===== config.mk =====
export PLATFORM = sky130hd
export DESIGN_NAME = usb_uart_msg_mux
export DESIGN_NICKNAME = d
export VERILOG_FILES = /design/src/rtl/usb_uart_pkg.sv /design/src/rtl/stream_fifo.sv /design/src/rtl/usb_uart_msg_mux.sv
export SDC_FILE = /design/constraint.sdc
export NUM_CORES = 1
export LEC_CHECK = 0
export ABC_AREA = 1
export BUFFER_PORTS_ARGS = -buffer_cell sky130_fd_sc_hd__clkbuf_2
export CORE_ASPECT_RATIO = 0.9
export CORE_MARGIN = 8
export CORE_UTILIZATION = 45
export CTS_CLUSTER_DIAMETER = 150
export DETAILED_ROUTE_END_ITERATION = 8
export PLACE_DENSITY_LB_ADDON = 0.1
export SLEW_MARGIN = 20
export SYNTH_ARGS = -nofsm -noshare
export SYNTH_HDL_FRONTEND = slang
export SYNTH_SLANG_ARGS = --single-unit

===== constraint.sdc =====
create_clock -name clk_48mhz -period 4.07 [get_ports clk_48mhz]
set_clock_uncertainty 0.1 [all_clocks]
set_input_delay 0.6105 -clock clk_48mhz [delete_from_list [all_inputs] [get_ports clk_48mhz]]
set_output_delay 0.6105 -clock clk_48mhz [all_outputs]
set_load 0.01 [all_outputs]

===== src/rtl/usb_uart_pkg.sv =====
// Shared types for the USB UART transmit-side glue.
// Holds the mux state enum, byte width and message byte selection.
package usb_uart_pkg;

  localparam int BYTE_W    = 8;
  localparam int MSG_MAX   = 64;
  localparam int MSG_MAX_W = MSG_MAX * BYTE_W;

  typedef enum logic [1:0] {
    IDLE,
    MSG,
    ECHO
  } state_e;

  // Byte idx of a packed len-byte message, first byte in the MSBs.
  function automatic logic [BYTE_W-1:0] msg_byte(
    input logic [MSG_MAX_W-1:0] msg,
    input int unsigned          len,
    input int unsigned          idx
  );
    logic [MSG_MAX_W-1:0] sh;
    sh = msg >> ((len - 1 - idx) * BYTE_W);
    return sh[BYTE_W-1:0];
  endfunction

endpackage


===== src/rtl/stream_fifo.sv =====
// Synchronous FIFO with registered occupancy, head visible on rdata_o.
// Ports: push/wdata in, pop in, rdata/full/empty/level out; sync active-low reset.
module stream_fifo #(
  parameter int WIDTH = 8,
  parameter int DEPTH = 16
) (
  input  logic                   clk_i,
  input  logic                   rst_ni,
  input  logic                   push_i,
  input  logic [WIDTH-1:0]       wdata_i,
  input  logic                   pop_i,
  output logic [WIDTH-1:0]       rdata_o,
  output logic                   full_o,
  output logic                   empty_o,
  output logic [$clog2(DEPTH):0] level_o
);

  localparam int PTR_W = $clog2(DEPTH);

  logic [WIDTH-1:0] mem_q [DEPTH];
  logic [PTR_W-1:0] wr_q, wr_d;
  logic [PTR_W-1:0] rd_q, rd_d;
  logic [PTR_W:0]   cnt_q, cnt_d;
  logic             do_push;
  logic             do_pop;

  assign full_o  = cnt_q == (PTR_W+1)'(DEPTH);
  assign empty_o = cnt_q == '0;
  assign do_push = push_i && !full_o;
  assign do_pop  = pop_i && !empty_o;
  assign rdata_o = mem_q[rd_q];
  assign level_o = cnt_q;

  always_comb begin
    wr_d  = wr_q;
    rd_d  = rd_q;
    cnt_d = cnt_q;
    if (do_push) wr_d = wr_q + PTR_W'(1);
    if (do_pop)  rd_d = rd_q + PTR_W'(1);
    if (do_push && !do_pop) cnt_d = cnt_q + (PTR_W+1)'(1);
    if (!do_push && do_pop) cnt_d = cnt_q - (PTR_W+1)'(1);
  end

  always_ff @(posedge clk_i) begin
    if (!rst_ni) begin
      wr_q  <= '0;
      rd_q  <= '0;
      cnt_q <= '0;
    end else begin
      wr_q  <= wr_d;
      rd_q  <= rd_d;
      cnt_q <= cnt_d;
    end
  end

  always_ff @(posedge clk_i) begin
    if (do_push) mem_q[wr_q] <= wdata_i;
  end

endmodule


===== src/rtl/usb_uart_msg_mux.sv =====
// Merges a periodic fixed message and an rx echo FIFO onto the UART tx stream.
// Ports: rx valid/ready in, tx valid/ready out, busy, fifo_level, msg_count.
module usb_uart_msg_mux
  import usb_uart_pkg::*;
#(
  parameter int                   MSG_LEN    = 13,
  parameter logic [8*MSG_LEN-1:0] MSG        = 104'h68656c6c6f20776f726c640a0d,
  parameter int                   PERIOD     = 48000000,
  parameter int                   FIFO_DEPTH = 16
) (
  input  logic                        clk_48mhz,
  input  logic                        reset,
  input  logic                        msg_en,
  input  logic                        echo_en,
  input  logic [7:0]                  rx_data,
  input  logic                        rx_valid,
  output logic                        rx_ready,
  output logic [7:0]                  tx_data,
  output logic                        tx_valid,
  input  logic                        tx_ready,
  output logic                        busy,
  output logic [$clog2(FIFO_DEPTH):0] fifo_level,
  output logic [15:0]                 msg_count
);

  localparam int IDX_W = $clog2(MSG_LEN + 1);
  localparam int CNT_W = $clog2(PERIOD);
  localparam logic [MSG_MAX_W-1:0] MSG_EXT = MSG_MAX_W'(MSG);

  state_e            state_q, state_d;
  logic [CNT_W-1:0]  cnt_q, cnt_d;
  logic              pending_q, pending_d;
  logic [IDX_W-1:0]  idx_q, idx_d;
  logic              tx_valid_q, tx_valid_d;
  logic [BYTE_W-1:0] tx_data_q, tx_data_d;
  logic [15:0]       count_q, count_d;

  logic              wrap;
  logic              xfer;
  logic              last;
  logic              start_msg;
  logic              start_echo;
  logic              fifo_push;
  logic              fifo_pop;
  logic              fifo_full;
  logic              fifo_empty;
  logic [BYTE_W-1:0] fifo_head;

  // With echo off, rx bytes are swallowed so the host never stalls.
  assign rx_ready  = echo_en ? !fifo_full : 1'b1;
  assign fifo_push = echo_en && rx_valid && !fifo_full;

  stream_fifo #(
    .WIDTH(BYTE_W),
    .DEPTH(FIFO_DEPTH)
  ) u_echo_fifo (
    .clk_i  (clk_48mhz),
    .rst_ni (reset),
    .push_i (fifo_push),
    .wdata_i(rx_data),
    .pop_i  (fifo_pop),
    .rdata_o(fifo_head),
    .full_o (fifo_full),
    .empty_o(fifo_empty),
    .level_o(fifo_level)
  );

  assign wrap       = cnt_q == CNT_W'(PERIOD - 1);
  assign xfer       = tx_valid_q && tx_ready;
  assign last       = idx_q == IDX_W'(MSG_LEN - 1);
  assign start_msg  = state_q == usb_uart_pkg::IDLE && pending_q;
  assign start_echo = state_q == usb_uart_pkg::IDLE && !pending_q &&
                      echo_en && !fifo_empty;

  // Trigger pending flag; a wrap on the start cycle re-arms it.
  always_comb begin
    cnt_d     = cnt_q;
    pending_d = pending_q;
    if (!msg_en) begin
      cnt_d     = '0;
      pending_d = 1'b0;
    end else begin
      cnt_d = wrap ? '0 : cnt_q + CNT_W'(1);
      if (wrap)           pending_d = 1'b1;
      else if (start_msg) pending_d = 1'b0;
    end
  end

  always_ff @(posedge clk_48mhz) begin
    if (!reset) begin
      state_q    <= usb_uart_pkg::IDLE;
      cnt_q      <= '0;
      pending_q  <= 1'b0;
      idx_q      <= '0;
      tx_valid_q <= 1'b0;
      tx_data_q  <= '0;
      count_q    <= '0;
    end else begin
      state_q    <= state_d;
      cnt_q      <= cnt_d;
      pending_q  <= pending_d;
      idx_q      <= idx_d;
      tx_valid_q <= tx_valid_d;
      tx_data_q  <= tx_data_d;
      count_q    <= count_d;
    end
  end

  always_comb begin
    state_d = state_q;
    unique case (state_q)
      usb_uart_pkg::IDLE: begin
        if (start_msg)       state_d = usb_uart_pkg::MSG;
        else if (start_echo) state_d = usb_uart_pkg::ECHO;
      end
      usb_uart_pkg::MSG:  if (xfer && last) state_d = usb_uart_pkg::IDLE;
      usb_uart_pkg::ECHO: if (xfer)         state_d = usb_uart_pkg::IDLE;
      default:                              state_d = usb_uart_pkg::IDLE;
    endcase
  end

  always_comb begin
    idx_d      = idx_q;
    tx_valid_d = tx_valid_q;
    tx_data_d  = tx_data_q;
    count_d    = count_q;
    fifo_pop   = 1'b0;
    unique case (state_q)
      usb_uart_pkg::IDLE: begin
        if (start_msg) begin
          idx_d      = '0;
          tx_data_d  = msg_byte(MSG_EXT, MSG_LEN, 0);
          tx_valid_d = 1'b1;
        end else if (start_echo) begin
          tx_data_d  = fifo_head;
          tx_valid_d = 1'b1;
        end
      end
      usb_uart_pkg::MSG: begin
        if (xfer) begin
          if (last) begin
            tx_valid_d = 1'b0;
            count_d    = count_q + 16'd1;
          end else begin
            idx_d     = idx_q + IDX_W'(1);
            tx_data_d = msg_byte(MSG_EXT, MSG_LEN, 32'(idx_q) + 32'd1);
          end
        end
      end
      usb_uart_pkg::ECHO: begin
        if (xfer) begin
          fifo_pop   = 1'b1;
          tx_valid_d = 1'b0;
        end
      end
      default: tx_valid_d = 1'b0;
    endcase
  end

  assign tx_valid  = tx_valid_q;
  assign tx_data   = tx_data_q;
  assign busy      = state_q == usb_uart_pkg::MSG;
  assign msg_count = count_q;

endmodule


==> metrics.md, run 1 <==
| Metric | Value |
|---|---|
| Final hold vios | `0` |
| Setup CP Type | `flop to flop` |
| Max Cap Viol | `0` |
| Starting Density | `a little under half` |
| Register area | `roughly 0.0053 mm^2` |
| Worst-margin pin slew | `between 0.9 and 1 ns` |
| Area taken by multi-input logic gates | `between 0.003 and 0.004 mm^2` |
| Row count | `between 40 and 50` |
| Post-cts resize count | `0` |
| Hold Crit Start | `msg_en` |
| CTS Buffer Depth | `3` |
| Die width | `167 um` |
| Area grow syn2layout | `11.4%` |
| Cell Area, Placed | `around 0.0096 mm^2` |
| Power per Cell Area | `about 420 mW/mm^2` |
| I/O Buffers | `45` |
| Fin. max-slew vios | `0` |
| GRT Max-Usage Layer | `met2` |
| Mapped Avg Cell Area | `9.05 um^2` |
| Nets@finish | `1088` |
| Initial antenna violation count | `0` |
| Rel. slew slack | `36.5%` |
| Max FO, Critical Path | `8` |
| Clock network power share | `between 40% and 50%` |
| Sw Ratio | `22.4%` |
| Met1 usage | `a little under a quarter` |
| Critical Path RT | `between 4 and 5 ns` |
| Fmax | `between 300 and 400 MHz` |
| P_sw | `approximately 0.96 mW` |
| WL final | `between 20000 and 25000 um` |
| Final setup vio count | `0` |
| H-tree depth | `1` |
| # IOs | `46` |
| Tot GR Track Use | `between 15 and 20%` |
| R2R depth | `15` |
| Mapped Cells | `1019` |
| RSZ-0062 raised after global routing | `false` |
| Crit share post-route | `~63%` |
| Final core utilization | `51.2%` |
| Worst setup EP type | `flop` |
| Root buf cell | `clkbuf_16` |
| Number of synthesized register bits | `a little over 200` |
| Setup crit start kind | `flop` |
| Worst hold path depth | `3` |
| Run status | `complete, no violations` |
| First-pass GRT wire length | `between 30000 and 40000 um` |
| Fraction of registers with async set/reset | `0%` |
| Proportion of layout cells with a drive suffix above 1 | `10.6%` |
| Minimum clock period after layout | `between 2 and 3 ns` |
| Via count | `roughly 6700` |
| Vias per cell | `5.07` |
| Die Y | `roughly 150 um` |
| Seq pwr share | `a little over half` |
| Core box area | `around 0.02 mm^2` |
| Cell internal pwr | `between 3 and 4 mW` |
| Post-placement cell count | `around 1300` |
| Post-synthesis cell area | `~0.0092 mm^2` |
| Grt ovf | `0` |
| # diodes | `0` |
| Maximum vdd drop | `between 200 and 300 uV` |
| # DRC | `0` |
| WHS Endpoint | `pending_q` |
| Num CTS Buffers | `21` |
| Antenna Nets Post-Route | `0` |
| Clk slew on worst S/H paths | `approximately 0.060 ns` |
| Main synth FF type | `edfxtp_1` |
| Clk_lat worst skew | `~0.50 ns` |
| Final Cell Area | `between 0.01 and 0.015 mm^2` |
| GR Util met3 | `under 10%` |
| Post-Layout Cell Count | `about 1300` |
| Largest net degree at the start of global routing | `76` |
| Setup_tns | `0 ns` |
| DR pass1 iterations | `5` |
| Die area | `0.0253 mm^2` |
| CTS Hold Bufs | `0` |
| Flop2flop setup slack | `roughly 1.5 ns` |
| Hold_ws | `0.247 ns` |
| Clock sink total | `203` |
| Setup Buffers After CTS | `0` |
| Synth unique cells | `42` |
| Post-synth EDFFs | `roughly 130` |
| Combinational share of power | `about 5.4%` |
| Total leakage power | `~3.9 nW` |
| Worst EP arrival | `2.87 ns` |
| Reg2reg start | `u_echo_fifo.level_o[0]` |
| Routability cong. | `0.826` |
| Filler instances | `around 1900` |
| Reg2reg end | `u_echo_fifo.level_o[4]` |
| Warnings from Yosys | `0` |
| Mapped Nets | `roughly 1000` |
| Dpl hpwl | `around 14000 um` |
| DR WL/cell | `approximately 16 um` |
| Hold Path Class | `primary input to flop` |
| First DRT Iteration DRCs | `approximately 540` |
| Crit. Startpoint | `u_echo_fifo.level_o[0]` |
| CTS tree | `done` |
| Sequential area share after synthesis | `between 50 and 60%` |
| Met2 GRT Util | `about 28%` |
| Vias in the first global route | `6469` |
## synthesized netlist by cell type, types with 3 or more instances
library cell    n  area, um^2
nor3_1         17        85.1
nor2_1        141         529
nor3b_1         3        22.5
nand2_1       246         923
a31oi_1         3        18.8
nand3_1       106         531
or2_2           5        31.3
nor2_4          3        33.8
buf_2          13        65.1
buf_4           3        22.5
nand2_2         6        37.5
xnor2_1         7        61.3
inv_2           3        11.3
nand4_1         7        43.8
nor2_2          4        25.0
clkbuf_1       12        45.0
o211ai_1        9        67.6
dfxtp_1        75        1500
o21ai_0        42         210
buf_6           4        45.0
a21oi_1        41         205
ha_1           14         175
xor2_1         21         184
edfxtp_1      128        3840
a21boi_0        3        22.5
inv_1          83         312
## cells by family (layout without fill, tap and decap cells)
group | count (synthesis) | count (layout) | synth area share (%)
AOI/OAI and AO/OA | 105 | 105 | 6.27
xor gates and xnor gates | 28 | 28 | 2.66
adders and majority gates | 14 | 14 | 1.90
buffers and inverters | 120 | 176 | 5.51
DFF | 203 | 203 | 58.0
and+or+nand+nor | 549 | 549 | 25.7
## sequential cells by signal, indices dropped and copies added, names as in the netlist, 2 cells and up, named ones only
name and count:
state_q 2, u_echo_fifo.level_o 5, u_echo_fifo.mem_q 128, u_echo_fifo.rd_q 4, cnt_q 26, u_echo_fifo.wr_q 4, tx_data 8, idx_q 4
msg_count 16
## layer usage
metal  share of wire (%)  wire (um)
met1                  49      10300
met2                  46       9610
met3                 3.5        728
met4                 1.6        328
met5                   0          0
## through the flow
step | setup WS, ns | power (mW)
final | 1.51 | 4.28
after global routing | 1.27 | 4.44
after CTS | 1.47 | 4.33
after detailed placement | 1.34 | 2.52
after global placement | 1.39 | 2.52
after floorplan | 1.73 | 2.43
## cell usage in the layout, fill, tap and decap left out, drive strengths merged, types with 6 or more instances in the layout
master / netlist / routed
clkbuf: 12 / 70
inv: 86 / 87
clkinv: 1 / 9
dfxtp: 75 / 75
xnor2: 7 / 7
nor2: 148 / 148
or2: 6 / 6
nand4: 9 / 9
o21ai: 44 / 44
nor3: 18 / 18
ha: 14 / 14
xor2: 21 / 21
nand3: 108 / 108
o211ai: 9 / 9
nand2: 253 / 253
edfxtp: 128 / 128
a21oi: 43 / 43
buf: 21 / 6
## critical path, stage by stage (launching register included)
cell	delay, ns
dfxtp_1	0.36
nor2_1	0.15
nand2_1	0.07
nor2_1	0.13
inv_1	0.05
nand3_1	0.25
ha_1	0.32
xor2_1	0.23
ha_1	0.19
inv_1	0.04
nand2_1	0.09
nand3_1	0.08
nand2_1	0.09
xor2_1	0.14
nand2_1	0.06
a21oi_1	0.11
## layout make-up
cell class                      instances  area share, %
Inverter                               87           3.18
Sequential cell                       203           52.0
Clock inverter                         13          0.901
Timing Repair Buffer                   51           2.63
Clock buffer                           25           5.36
Multi-Input combinational cell        696           32.8
Tap cell                              255           3.11
## worst max-delay path by stage
stage                                   to  depth (start not counted)
detailed placement  u_echo_fifo.level_o[4]                         15
global placement    u_echo_fifo.level_o[4]                         15
floorplan           u_echo_fifo.level_o[4]                         14
CTS                 u_echo_fifo.level_o[4]                         15
global route        u_echo_fifo.level_o[4]                         15
finish              u_echo_fifo.level_o[4]                         15
## power by group through the flow
stage	combinational [mW]	clock, mW	sequential, mW
floorplan	0.141	0	2.29
global placement	0.232	0	2.29
detailed placement	0.233	0	2.29
CTS	0.234	1.85	2.24
global route	0.263	1.93	2.24
finish	0.230	1.80	2.24
Power figures use the tool's default switching activity.
==> run 2, diff against run 1 <==
==> constraint.sdc (replaced) <==
create_clock -name clk_48mhz -period 2.66 [get_ports clk_48mhz]
set_clock_uncertainty 0.1 [all_clocks]
set_input_delay 0.399 -clock clk_48mhz [delete_from_list [all_inputs] [get_ports clk_48mhz]]
set_output_delay 0.399 -clock clk_48mhz [all_outputs]
set_load 0.01 [all_outputs]
==> run 2 against run 1 <==
Compared with the run above: non-clock buffer count grew 19; clock power rose by 66%; combinational power up 56%; critical path depth shrank 1; clock-buffer cell count is 5 higher; routed wire length down 0.44%; sequential share of layout area is 1.2 points lower; highest routed layer unchanged; global-route usage down 0.18 points; largest cell class unchanged.
==> metrics.md, run 2 (same netlist as run 1, synthesis figures left out) <==
| Metric | Value |
|---|---|
| Core box area | `0.0200 mm^2 (unchanged)` |
| Nets@finish | `1109 (+1.9%)` |
| # IOs | `46 (unchanged)` |
| Clock network power share | `44.0% (+1.8 points)` |
| Sw Ratio | `21.8% (-0.64 points)` |
| Final setup vio count | `0 (unchanged)` |
| Worst EP arrival | `2.62 ns (-0.25 ns)` |
| Run status | `complete, no violations` |
| R2R depth | `14 (-1)` |
| # DRC | `0 (unchanged)` |
| Worst setup EP type | `flop` |
| Crit. Startpoint | `state_q[1]` |
| Most frequent cells in the layout | `nand2_1, nor2_1, edfxtp_1` |
| CTS tree | `done` |
| Post-Layout Cell Count | `1352 (+1.7%)` |
| Tot GR Track Use | `16.5% (-0.18 points)` |
| Setup crit start kind | `flop` |
| Antenna Nets Post-Route | `0 (unchanged)` |
| Crit path buffers/inverters | `3 (+1)` |
| Hold Path Class | `primary input to flop` |
| # diodes | `0 (unchanged)` |
| Worst hold path depth | `3 (unchanged)` |
| RSZ-0062 raised after global routing | `false` |
| Area taken by multi-input logic gates | `0.00337 mm^2 (about the same)` |
| Setup_tns | `0 ns (unchanged)` |
| Setup CP Type | `flop to flop` |
| Rel. slew slack | `54.6% (+18 points)` |
| WL final | `20900 um (-0.44%)` |
| Clock sink total | `203 (unchanged)` |
| Register area | `0.00535 mm^2 (about the same)` |
| Total leakage power | `4.02 nW (+3.9%)` |
| Most used cell, CP | `nand2_1` |
| Dpl hpwl | `13800 um (+0.18%)` |
| Die Y | `152 um (unchanged)` |
| H-tree depth | `1 (unchanged)` |
| First DRT Iteration DRCs | `372 (-31%)` |
| Post-placement cell count | `1311 (+1.5%)` |
| Crit-path cells | `inv_1 -> nor3_1 -> nand2_1 -> inv_2 -> ha_2 -> xor2_1 -> ha_1 -> inv_1 -> nand2_1 -> nand3_1 -> nand2_1 -> xor2_1 -> nand2_1 -> a21oi_1` |
| Max Cap Viol | `0 (unchanged)` |
| Row count | `49 (unchanged)` |
| DR WL/cell | `15.5 um (-2.1%)` |
| Area grow syn2layout | `14.2%` |
| Final hold vios | `0 (unchanged)` |
| Fmax | `435 MHz (+11%)` |
| First-pass GRT wire length | `33800 um (-1.6%)` |
| CTS Buffer Depth | `3 (unchanged)` |
| Critical-path top delay cell | `dfxtp_2` |
| Power per Cell Area | `643 mW/mm^2 (+54%)` |
| Filler instances | `1847 (-1.8%)` |
| Flop2flop setup slack | `0.36 ns (-1.15 ns)` |
| Minimum clock period after layout | `2.30 ns (-0.256 ns)` |
| Setup Buffers After CTS | `0 (unchanged)` |
| Crit-path max cell delay | `0.38 ns (+0.02 ns)` |
| Top delay family on crit path | `simple AND/OR/NAND/NOR gates` |
| DR pass1 iterations | `5 (unchanged)` |
| Max reg flops | `128 (unchanged)` |
| Initial antenna violation count | `0 (unchanged)` |
| Hold Crit Start | `msg_en` |
| Fin. max-slew vios | `0 (unchanged)` |
| Die width | `167 um (unchanged)` |
| Num CTS Buffers | `23 (+9.5%)` |
| Root buf cell | `clkbuf_16` |
| Vias in the first global route | `6468 (-0.015%)` |
| Cell internal pwr | `5.29 mW (+60%)` |
| Combinational share of power | `5.3% (about the same)` |
| Clk_lat worst skew | `0.50 ns (about the same)` |
| Grt ovf | `0 (unchanged)` |
| Proportion of layout cells with a drive suffix above 1 | `12.1% (+1.5 points)` |
| Max FO, Critical Path | `6 (-2)` |
| Via count | `6835 (+1.3%)` |
| Reg2reg end | `u_echo_fifo.level_o[4]` |
| Starting Density | `46.0% (unchanged)` |
| Crit share post-route | `86.5% (+24 points)` |
| Worst-margin pin slew | `0.680 ns (-0.271 ns)` |
| Final Cell Area | `0.0105 mm^2 (+2.5%)` |
| Final Total Pwr | `6.76 mW (+58%)` |
| Commonest non-fill, non-tap cell in the layout | `nand2_1` |
| Routability cong. | `0.842 (+1.9%)` |
| WHS Endpoint | `pending_q` |
| Largest net degree at the start of global routing | `76 (unchanged)` |
| Seq pwr share | `50.7% (-1.7 points)` |
| Cell Area, Placed | `0.00981 mm^2 (+1.9%)` |
| Vias per cell | `5.06 (-0.34%)` |
| Die area | `0.0253 mm^2 (unchanged)` |
| Clk slew on worst S/H paths | `0.06 ns (about the same)` |
| Largest reg by FF count | `u_echo_fifo.mem_q` |
| Reg2reg start | `state_q[1]` |
| Critical Path RT | `2.98 ns (-1.40 ns)` |
| Maximum vdd drop | `371 uV (+46%)` |
| I/O Buffers | `45 (unchanged)` |
| P_sw | `1.48 mW (+54%)` |
-- run 2: how the worst max path moves through the flow --
stage | slack [ns] | cells after the start | to
floorplan | 0.43 | 15 | u_echo_fifo.level_o[4]
global placement | 0.23 | 15 | u_echo_fifo.level_o[4]
detailed placement | 0.18 | 15 | u_echo_fifo.level_o[4]
CTS | 0.18 | 14 | u_echo_fifo.level_o[4]
global route | 0.02 | 15 | u_echo_fifo.level_o[4]
finish | 0.36 | 14 | u_echo_fifo.level_o[4]
-- run 2: power groups by stage --
stage               combinational [mW]  clock (mW)  sequential (mW)
finish                           0.359        2.98             3.43
detailed placement               0.361           0             3.50
global route                     0.405        3.17             3.43
CTS                              0.362        3.05             3.43
floorplan                        0.216           0             3.50
global placement                 0.361           0             3.50
-- run 2: final cells by class --
cell class	count	area share [%]
inverters	87	3.10
well taps	255	3.03
clock buffers	30	6.11
flip-flops and latches	203	50.8
multi-input cells	696	32.0
repair buffers	70	4.28
clock inverters	11	0.666
-- run 2: through the flow --
| step | util [%] | worst slack (ns) | hold WS, ns |
|---|---|---|---|
| after floorplan | - | 0.435 | 0.317 |
| after global placement | 48.9 | 0.228 | 0.333 |
| after detailed placement | 48.9 | 0.183 | 0.335 |
| after CTS | 52.5 | 0.181 | 0.0550 |
| after global routing | 52.5 | 0.0187 | 0.0835 |
| final | 52.5 | 0.359 | 0.0599 |
-- run 2: per-layer routing --
metal / share of wire (%) / track usage, % / routed length (um) / up-vias
met5: 0 / 0 / 0 / -
li1: - / - / - / 3516
met1: 49 / 22.7 / 10300 / 3161
met3: 4.0 / 2.54 / 832 / 35
met4: 2.2 / 4.68 / 452 / 0
met2: 45 / 26.7 / 9330 / 123
-- run 2: tightest hold or removal path: cells and delay by family --
family          cells  cell delay (ns)
compound gates      1             0.04
buf+inv             1             0.08
simple gates        1             0.08
-- run 2: what timing repair did --
item                       4_1_cts  5_1_grt
hold buffers                     0        0
resized for setup                0        3
setup endpoints to repair        0        1
==> run 3, diff against run 2 <==
--- a/config.mk
+++ b/config.mk
@@ -5,7 +5,6 @@
 export SDC_FILE = /design/constraint.sdc
 export NUM_CORES = 1
 export LEC_CHECK = 0
-export ABC_AREA = 1
 export BUFFER_PORTS_ARGS = -buffer_cell sky130_fd_sc_hd__clkbuf_2
 export CORE_ASPECT_RATIO = 0.9
 export CORE_MARGIN = 8
==> constraint.sdc (replaced) <==
create_clock -name clk_48mhz -period 2.66 [get_ports clk_48mhz]
set_clock_uncertainty 0.1 [all_clocks]
set_input_delay 0.133 -clock clk_48mhz [delete_from_list [all_inputs] [get_ports clk_48mhz]]
set_output_delay 0.133 -clock clk_48mhz [all_outputs]
set_load 0.01 [all_outputs]
==> run 3 against run 2 <==
Compared with the run above: fmax decreased by 13%; global-route usage decreased by 0.20 points; worst setup slack got worse by 0.33 ns; design area decreased by 2.3%; combinational power decreased by 39%; core utilization increased by 1.0 points; routed wire length decreased by 4.7%; synthesized cell count decreased by 30%; synthesized area decreased by 4.2%; non-clock buffer count increased by 10; clock power increased by 2%; register-to-register slack got worse by 0.33 ns; critical path type unchanged; largest cell class unchanged; highest routed layer unchanged.
==> metrics.md, run 3 <==
| Metric | Value |
|---|---|
| Vias per cell | `5.54 (+9.6%)` |
| Tot GR Track Use | `16.3% (-0.20 points)` |
| Via count | `5830 (-15%)` |
| Warnings from Yosys | `0 (unchanged)` |
| Fmax | `380 MHz (-13%)` |
| Area grow syn2layout | `16.5%` |
| Setup CP Type | `flop to flop` |
| Proportion of layout cells with a drive suffix above 1 | `18.0% (+5.8 points)` |
| Worst EP arrival | `2.97 ns (+0.35 ns)` |
| Dpl hpwl | `13400 um (-3.0%)` |
| Top delay family on crit path | `simple AND/OR/NAND/NOR gates` |
| Largest reg by FF count | `u_echo_fifo.mem_q` |
| Row count | `48 (-2.0%)` |
| Synth top cells by count | `edfxtp_1, dfxtp_1, nor2_1, nand2_1, mux2i_1` |
| Main synth FF type | `edfxtp_1` |
| First DRT Iteration DRCs | `379 (+1.9%)` |
| Post-Layout Cell Count | `1052 (-22%)` |
| Top cell type's share of synthesized area | `43.5% (+1.8 points)` |
| Clk slew on worst S/H paths | `0.06 ns (about the same)` |
| Critical Path RT | `2.99 ns (about the same)` |
| Antenna Nets Post-Route | `0 (unchanged)` |
| Dominant cell type by area after synthesis | `edfxtp_1` |
| Crit share post-route | `98.9% (+12 points)` |
| Mapped Avg Cell Area | `12.3 um^2 (+36%)` |
| Critical-path top delay cell | `nor4_4` |
| Filler instances | `1647 (-11%)` |
| Final setup vio count | `0 (unchanged)` |
| RSZ-0062 raised after global routing | `true` |
| Clk_lat worst skew | `0.51 ns (about the same)` |
| DR WL/cell | `18.9 um (+22%)` |
| I/O Buffers | `45 (unchanged)` |
| DR pass1 iterations | `5 (unchanged)` |
| Setup_tns | `0 ns (unchanged)` |
| Routability cong. | `0.850 (+0.94%)` |
| H-tree depth | `1 (unchanged)` |
| # IOs | `46 (unchanged)` |
| Maximum vdd drop | `595 uV (+61%)` |
| Power per Cell Area | `646 mW/mm^2 (+0.56%)` |
| Most used cell, CP | `ha_2` |
| Total leakage power | `3.46 nW (-14%)` |
| WL final | `19900 um (-4.7%)` |
| Number of synthesized register bits | `203 (unchanged)` |
| Worst setup EP type | `flop` |
| Num CTS Buffers | `22 (-4.3%)` |
| Max Cap Viol | `0 (unchanged)` |
| Mapped Cells | `718 (-30%)` |
| Core box area | `0.0192 mm^2 (-4.1%)` |
| Fraction of registers with async set/reset | `0% (unchanged)` |
| Max FO, Critical Path | `3 (-3)` |
| Mapped Nets | `746 (-29%)` |
| Commonest non-fill, non-tap cell in the layout | `edfxtp_1` |
| Worst-margin pin slew | `1.02 ns (+0.340 ns)` |
| Initial antenna violation count | `0 (unchanged)` |
| R2R depth | `10 (-4)` |
| Post-placement cell count | `1002 (-24%)` |
| # DRC | `0 (unchanged)` |
| Hold Path Class | `primary input to flop` |
| Nets@finish | `815 (-27%)` |
| Sequential area share after synthesis | `60.5% (+2.5 points)` |
| Rel. slew slack | `31.8% (-23 points)` |
| Fin. max-slew vios | `0 (unchanged)` |
| Run status | `complete, no violations` |
| Reg2reg start | `u_echo_fifo.level_o[0]` |
| Die width | `164 um (-1.9%)` |
| Crit-path max cell delay | `0.41 ns (+0.03 ns)` |
| Vias in the first global route | `5604 (-13%)` |
| Root buf cell | `clkbuf_16` |
| Die Y | `149 um (-1.9%)` |
| Setup crit start kind | `flop` |
| Hold Crit Start | `echo_en` |
| CTS Buffer Depth | `3 (unchanged)` |
| Final hold vios | `0 (unchanged)` |
| Clock sink total | `203 (unchanged)` |
| Post-synthesis cell area | `0.00883 mm^2 (-4.2%)` |
| Synth unique cells | `68 (+62%)` |
| Starting Density | `46.0% (about the same)` |
| Worst hold path depth | `4 (+1)` |
| Slack of the critical path | `0.0290 ns (-0.330 ns)` |
| Crit-path cells | `nor4_4 -> a2111oi_4 -> ha_2 -> xor2_1 -> ha_2 -> a211o_1 -> a211oi_2 -> a221oi_2 -> or3_1 -> a21oi_2` |
| Grt ovf | `0 (unchanged)` |
| Crit path buffers/inverters | `0 (-3)` |
| Top-count cell post-synth | `edfxtp_1` |
| Die area | `0.0244 mm^2 (-3.8%)` |
| Reg2reg end | `u_echo_fifo.level_o[4]` |
| First-pass GRT wire length | `31300 um (-7.3%)` |
| Largest cells by area after synthesis | `edfxtp_1, dfxtp_1, mux2i_1` |
| Flop2flop setup slack | `0.03 ns (-0.33 ns)` |
| Most frequent cells in the layout | `edfxtp_1, nor2_1, dfxtp_1` |
| Max reg flops | `128 (unchanged)` |
| Largest net degree at the start of global routing | `40 (-47%)` |
| Final core utilization | `53.5% (+1.0 points)` |
| Pre-CTS setup slack | `0.0722 ns (-0.111 ns)` |
| Minimum clock period after layout | `2.63 ns (+0.330 ns)` |
| CTS tree | `done` |
| Post-synth EDFFs | `128 (unchanged)` |
| Hold_ws | `0.0601 ns (+0.000292 ns)` |
| # diodes | `0 (unchanged)` |
| WHS Endpoint | `state_q[1]` |
run 3: worst register-to-register path, delay by kind of cell (launching register included):
kind,cells,cell delay (ns)
DFF,1,0.33
adders and majority gates,2,0.40
AOI/OAI and AO/OA,5,0.77
and+or+nand+nor,2,0.80
xor gates and xnor gates,1,0.16
run 3: cell type report:
class | count | area, um^2 | share of cell area [%]
Sequential cell | 203 | 5360 | 52.1
Multi-Input combinational cell | 461 | 3300 | 32.0
Clock buffer | 24 | 579 | 5.63
Timing Repair Buffer | 80 | 526 | 5.11
Tap cell | 250 | 313 | 3.04
Clock inverter | 15 | 144 | 1.40
Inverter | 19 | 72.6 | 0.705
run 3: metrics by stage:
stage               power (mW)  cell area (um^2)
finish                    6.65             10300
global route              6.88             10300
CTS                       6.72             10300
detailed placement        3.66              9430
global placement          3.66              9430
floorplan                 3.57              8860
run 3: per-layer routing:
layer	global-route usage, %	up-vias	share of wire [%]
met4	4.72	0	2.4
met2	25.2	153	45
li1	-	2814	-
met1	22.6	2824	47
met5	0	-	0
met3	3.48	39	5.4
run 3: power by group:
part / leakage, nW / internal [mW] / switching, mW / total (mW)
Combinational: 1.34 / 0.0822 / 0.138 / 0.220
Clock: 0.362 / 1.85 / 1.19 / 3.04
Sequential: 1.76 / 3.37 / 0.0177 / 3.39
run 3: how the worst max path moves through the flow:
stage	start	end	slack, ns	depth (start not counted)
floorplan	u_echo_fifo.level_o[1]	u_echo_fifo.level_o[4]	0.006	11
global placement	u_echo_fifo.level_o[3]	u_echo_fifo.level_o[4]	0.08	10
detailed placement	u_echo_fifo.level_o[0]	u_echo_fifo.level_o[4]	0.07	10
CTS	u_echo_fifo.level_o[3]	u_echo_fifo.level_o[4]	0.04	10
global route	u_echo_fifo.level_o[0]	u_echo_fifo.level_o[4]	-0.07	10
finish	u_echo_fifo.level_o[0]	u_echo_fifo.level_o[4]	0.03	10
run 3: cell families (layout without fill, tap and decap cells):
logic type                 after synthesis  in the layout  share of synthesized area [%]
and+or+nand+nor                        239            239                           13.7
DFF                                    203            203                           60.5
xor gates and xnor gates                41             41                           4.07
adders and majority gates               14             14                           1.98
buffers and inverters                   54            138                           2.56
AOI/OAI and AO/OA                      107            107                           8.70
muxes                                   60             60                           8.51
run 3: repair_timing:
action                                  CTS  global route
resized for setup                         0             4
endpoints found under the setup margin    0             1
hold buffers                             10             0
buffers inserted                          0             1
endpoints found under the hold margin   136             0
